$ cat src/rtl/hazard_ctrl_pkg.sv
// Shared widths, FSM encodings and default timing for the pipeline sequencing controller.
// Pure declarations; no logic, no latency, no flow control.
package hazard_ctrl_pkg;

  localparam int HC_ASIZE     = 4;
  localparam int HC_FLUSH_CYC = 2;
  localparam int HC_MUL_LAT   = 4;
  localparam int HC_CNT_W     = 16;
  // Holds MUL_LAT-3 for the largest supported latency (15).
  localparam int HC_SEQ_W     = 4;

  typedef enum logic [1:0] {
    ST_RUN   = 2'd0,
    ST_FLUSH = 2'd1,
    ST_MUL   = 2'd2
  } hc_state_t;

endpackage

$ cat src/rtl/hazard_ctrl_sat_counter.sv
// Saturating up-counter with synchronous active-low clear; count visible one cycle after inc.
// Never back-pressures: an increment at all-ones is dropped.
module sat_counter #(
  parameter int W = 16
) (
  input  logic         i_clk,
  input  logic         i_rst_n,
  input  logic         i_inc,
  output logic [W-1:0] o_cnt
);

  logic [W-1:0] r_cnt;

  always_ff @(posedge i_clk) begin
    if (!i_rst_n) begin
      r_cnt <= '0;
    end else if (i_inc && (r_cnt != '1)) begin
      r_cnt <= r_cnt + 1'b1;
    end
  end

  assign o_cnt = r_cnt;

endmodule

$ cat src/rtl/hazard_ctrl.sv
// Per-cycle advance/hold/bubble decisions for PC, IF/ID, ID/EXE, EXE/MEM; outputs are same-cycle (Mealy).
// Stalls the front end for load-use and multiply, flushes after redirect; counts non-advancing cycles.
module hazard_ctrl
  import hazard_ctrl_pkg::*;
#(
  parameter int ASIZE     = HC_ASIZE,
  parameter int FLUSH_CYC = HC_FLUSH_CYC,
  parameter int MUL_LAT   = HC_MUL_LAT,
  parameter int CNT_W     = HC_CNT_W
) (
  input  logic             clk,
  input  logic             rst,
  input  logic [ASIZE-1:0] ifid_rs,
  input  logic [ASIZE-1:0] ifid_rt,
  input  logic             ifid_uses_rt,
  input  logic             idexe_memRead,
  input  logic [ASIZE-1:0] idexe_waddr,
  input  logic             exe_is_mul,
  input  logic             redirect,
  output logic             pc_hold,
  output logic             ifid_hold,
  output logic             ifid_flush,
  output logic             idexe_hold,
  output logic             idexe_bubble,
  output logic             exmem_bubble,
  output logic             busy,
  output logic [CNT_W-1:0] stall_cycles
);

  // The detecting RUN cycle is the first hold/flush cycle, so the extra
  // state cycles are FLUSH_CYC-1 and MUL_LAT-2 (the multiply advances on the MUL_LAT-th).
  localparam logic [HC_SEQ_W-1:0] L_FLUSH_CNT = HC_SEQ_W'(FLUSH_CYC > 1 ? FLUSH_CYC - 2 : 0);
  localparam logic [HC_SEQ_W-1:0] L_MUL_CNT   = HC_SEQ_W'(MUL_LAT > 2 ? MUL_LAT - 3 : 0);

  hc_state_t            r_state;
  logic [HC_SEQ_W-1:0]  r_cnt;
  hc_state_t            w_next_state;
  logic [HC_SEQ_W-1:0]  w_next_cnt;
  logic                 w_load_use;
  logic                 w_stall_inc;

  assign w_load_use = idexe_memRead && (idexe_waddr != '0) &&
                      ((idexe_waddr == ifid_rs) || (ifid_uses_rt && (idexe_waddr == ifid_rt)));

  always_comb begin
    pc_hold      = 1'b0;
    ifid_hold    = 1'b0;
    ifid_flush   = 1'b0;
    idexe_hold   = 1'b0;
    idexe_bubble = 1'b0;
    exmem_bubble = 1'b0;
    w_next_state = r_state;
    w_next_cnt   = r_cnt;
    case (r_state)
      ST_RUN: begin
        if (redirect) begin
          ifid_flush   = 1'b1;
          idexe_bubble = 1'b1;
          if (FLUSH_CYC > 1) begin
            w_next_state = ST_FLUSH;
            w_next_cnt   = L_FLUSH_CNT;
          end
        end else if (exe_is_mul) begin
          pc_hold      = 1'b1;
          ifid_hold    = 1'b1;
          idexe_hold   = 1'b1;
          exmem_bubble = 1'b1;
          if (MUL_LAT > 2) begin
            w_next_state = ST_MUL;
            w_next_cnt   = L_MUL_CNT;
          end
        end else if (w_load_use) begin
          pc_hold      = 1'b1;
          ifid_hold    = 1'b1;
          idexe_bubble = 1'b1;
        end
      end
      ST_FLUSH: begin
        ifid_flush   = 1'b1;
        idexe_bubble = 1'b1;
        if (r_cnt == '0) w_next_state = ST_RUN;
        else             w_next_cnt   = r_cnt - 1'b1;
      end
      ST_MUL: begin
        pc_hold      = 1'b1;
        ifid_hold    = 1'b1;
        idexe_hold   = 1'b1;
        exmem_bubble = 1'b1;
        if (r_cnt == '0) w_next_state = ST_RUN;
        else             w_next_cnt   = r_cnt - 1'b1;
      end
      default: begin
        w_next_state = ST_RUN;
        w_next_cnt   = '0;
      end
    endcase
  end

  always_ff @(posedge clk) begin
    if (!rst) begin
      r_state <= ST_RUN;
      r_cnt   <= '0;
    end else begin
      r_state <= w_next_state;
      r_cnt   <= w_next_cnt;
    end
  end

  assign busy        = (r_state != ST_RUN);
  assign w_stall_inc = pc_hold | ifid_flush | exmem_bubble;

  sat_counter #(.W(CNT_W)) u_stall_cnt (
    .i_clk   (clk),
    .i_rst_n (rst),
    .i_inc   (w_stall_inc),
    .o_cnt   (stall_cycles)
  );

endmodule

$ cat config.mk
export PLATFORM = sky130hd
export DESIGN_NAME = hazard_ctrl
export DESIGN_NICKNAME = d
export VERILOG_FILES = /design/src/rtl/hazard_ctrl_pkg.sv /design/src/rtl/hazard_ctrl_sat_counter.sv /design/src/rtl/hazard_ctrl.sv
export SDC_FILE = /design/constraint.sdc
export NUM_CORES = 1
export LEC_CHECK = 0
export ABC_CLOCK_PERIOD_IN_PS = 4250
export CAP_MARGIN = 20
export CORE_AREA = 4 4 58 60
export DETAILED_ROUTE_END_ITERATION = 12
export DIE_AREA = 0 0 62 64
export GPL_TIMING_DRIVEN = 0
export PLACE_DENSITY = 0.85
export SLEW_MARGIN = 10
export SYNTH_ARGS = -nofsm -noshare
export SYNTH_HDL_FRONTEND = slang
export SYNTH_SLANG_ARGS = --single-unit
export TNS_END_PERCENT = 10
$ cat constraint.sdc
create_clock -name clk -period 4.25 [get_ports clk]
set_input_delay 1.0625 -clock clk [delete_from_list [all_inputs] [get_ports clk]]
set_output_delay 1.0625 -clock clk [all_outputs]
set_load 0.05 [all_outputs]
==> out/metrics.csv <==
stage,metric,value,unit
pwr,Clk pwr share,17.0,%
synth,mean cell area of the mapped netlist,8.61,um2
global_routing,vias in the first global route,1308,
pwr,P_int,405,uW
pwr,P per Cell Area,361,mW/mm2
clock_tree,clock sinks,22,
synth,"Seq/Total Area, Yosys",31.0,%
setup_path,CP startpoint kind,input pin,
synth,largest cells by area after synthesis,"dfxtp_1 31%, a21oi_1 6.3%, ha_1 6.2%",
pwr,largest vdd supply drop,0.226,mV
timing,Tcrit/Tclk final,95.2,%
placed_design,DP Worst Slack,-67.4,ps
clock_tree,later-pin clock latency in the skew report,310,ps
routing,average routed wire per standard cell,13.9,um
clock_tree,TritonCTS clock tree,done,
synth,Netlist cell types,40,
timing,Tmin final,4050,ps
timing,Max-slew headroom,65.5,%
timing,Final Skew,4.84,ps
synth,Yosys reg bits,22,
final_layout,Area Overhead vs Synth,33.9,%
setup_path,CP arrival,2980,ps
global_routing,grt total ovfl,0,
clock_tree,clock slew at the register clock pins of the worst setup and hold paths,120,ps
pwr,switching power,282,uW
worst_hold_path,type of the tightest min-delay check,flop to flop,
setup_path,crit-path max FO,5,
synth,Mapped Area,0.00142,mm2
timing,Worst-Margin Slew,516,ps
synth,most common cell in the netlist,dfxtp_1,
routing,DRT iter0 DRCs,35,
floorplanning,# IOs,41,
timing,Hold WS,503,ps
timing,final hold violation count,0,
routing,Via Count,1388,
clock_tree,total CTS buffers,3,
final_layout,fill count,244,
placed_design,dpl cell area,0.00186,mm2
final_layout,share of layout cells above drive strength 1,16.7,%
setup_path,Setup Crit Path Kind,input pin to output pin,
global_routing,GRT Total Usage,18.2,%
floorplanning,die area,0.00397,mm2
synth,"EDFF count, synth",0,
routing,top sig layer,met4,
run,max-cap viol count,0,
placed_design,routability cong.,0.762,
timing,final setup vio count,0,
pwr,sequential share of power,36.0,%
synth,Syn Inst Count,165,
routing,Remaining DRCs,0,
routing,met1 wire length,1.38,mm
final_layout,area of the multi-input gates,872,um2
clock_tree,root buffer cell,clkbuf_4,
final_layout,post-route cell area,0.00190,mm2
synth,ys flop type,dfxtp_1,
routing,Avg Vias per Cell,5.74,
clock_tree,Post-CTS Setup Bufs,0,
floorplanning,die height,64,um
final_layout,diode count,0,
final_layout,sequential cell area,440,um2
synth,Synth Net Count,190,
clock_tree,deepest clock path buffer count,2,
global_routing,largest net degree at the start of global routing,13,
setup_path,CP endpoint kind,output pin,
pwr,Sw Ratio,41.1,%
timing,slack of the critical path,204,ps
clock_tree,htree depth,1,
synth,Ys Warns,0,
floorplanning,Rows,20,
placed_design,# port buffers,40,
synth,share of the synthesized area in the top cell type,31.0,%
pwr,Leakage,0.000682,uW
routing,remaining antenna violation count after routing,0,
placed_design,DP HPWL,2.68,mm
global_routing,initial antenna violation count,0,
pwr,Comb power frac,46.9,%
final_layout,fin nets,235,
synth,"Async S/R FF share, synth",0,%
routing,Total Wirelength,3.36,mm
floorplanning,chip width,62,um
setup_path,Required @ worst endpoint,3190,ps
synth,Yosys top cell by area,dfxtp_1,
global_routing,first-pass GRT wire length,5.66,mm
timing,RSZ-0062 raised after global routing,no,
timing,Slew Limit Fails,0,
timing,maximum clock frequency,0.247,GHz
routing,met2 wire len,1.83,mm
routing,first drt pass iteration count,4,
status,run status,completed,
synth,synth cell count leaders,"22 x dfxtp_1, 18 x a21oi_1, 11 x inv_1, 10 x nand2_1, 9 x nand3_1",
floorplanning,Core ar.,0.00293,mm2
routing,met3 WL,120,um
floorplanning,initial core utilization,48.5,%
[state kept, by name, summed over array words and instances (netlist names)]
name               flops
r_cnt                  4
r_state                2
u_stall_cnt.o_cnt     16
[cells by family after synthesis]
logic type / after synthesis / synth area share (%)
AOI/OAI and AO/OA: 44 / 20.2
xor gates and xnor gates: 9 / 6.08
adders and majority gates: 7 / 6.17
buffers and inverters: 17 / 7.58
DFF: 22 / 31.0
muxes: 2 / 1.41
and+or+nand+nor: 64 / 27.6
[per-stage QoR]
step	total power, uW	util [%]	std cells	TNS (ps)
finish	687	65.0	242	0
global route	730	65.0	242	0
detailed placement	577	63.6	238	-67.4
floorplan	480	-	165	0
global placement	567	63.6	238	-22.5
CTS	692	64.8	242	0
[what timing repair did]
item,in CTS,in global routing
hold buffers,0,0
resized for setup,1,2
endpoints found under the setup margin,1,2
[worst paths after layout]
path	end	start	slack, ps	depth (start not counted)
worst min register to register	u_stall_cnt.o_cnt[4]$_SDFFE_PN0P_	u_stall_cnt.o_cnt[4]$_SDFFE_PN0P_	500	2
worst min-delay path	u_stall_cnt.o_cnt[4]$_SDFFE_PN0P_	u_stall_cnt.o_cnt[4]$_SDFFE_PN0P_	500	2
worst max-delay path	idexe_hold	redirect	200	6
worst max register to register	u_stall_cnt.o_cnt[0]$_SDFFE_PN0P_	r_state[0]$_SDFFE_PN0P_	1950	10
[power by group through the flow]
stage                     combinational (uW)  sequential, uW  clock (uW)
after floorplan                          208             272           0
after global placement                   318             249           0
after detailed placement                 326             251           0
after CTS                                325             246         121
after global routing                     353             251         126
final                                    322             248         117
[final cells by class]
cell class	instances	share of cell area [%]
repair buffers	40	21.3
well taps	33	2.17
inverters	12	2.37
multi-input cells	126	45.9
plain buffers	5	3.29
clock buffers	4	1.91
flip-flops and latches	22	23.2
[cells in the final DEF (no fill, tap or decap), types with 6 or more instances in the layout]
| master | count |
|---|---|
| ha_1 | 7 |
| o21ai_2 | 6 |
| inv_1 | 11 |
| dfxtp_1 | 22 |
| o21ai_0 | 7 |
| o31ai_1 | 6 |
| nand2_1 | 10 |
| or3_2 | 6 |
| xnor2_1 | 8 |
| nor2_1 | 7 |
| a21oi_1 | 18 |
| or4_2 | 6 |
| nand3_1 | 9 |
| clkdlybuf4s50_1 | 37 |
[critical path: stages]
cell and delay (ps):
clkdlybuf4s50_1 520, and2b_1 250, a21oi_1 240, inv_1 80
buf_4 130, clkdlybuf4s50_1 700
[per-layer routing]
| layer | track usage (%) | vias to the layer above |
|---|---|---|
| met1 | 23.8 | 664 |
| met2 | 30.7 | 25 |
| li1 | - | 695 |
| met5 | 0 | - |
| met3 | 2.63 | 4 |
| met4 | 3.98 | 0 |
Power figures use the tool's default switching activity.
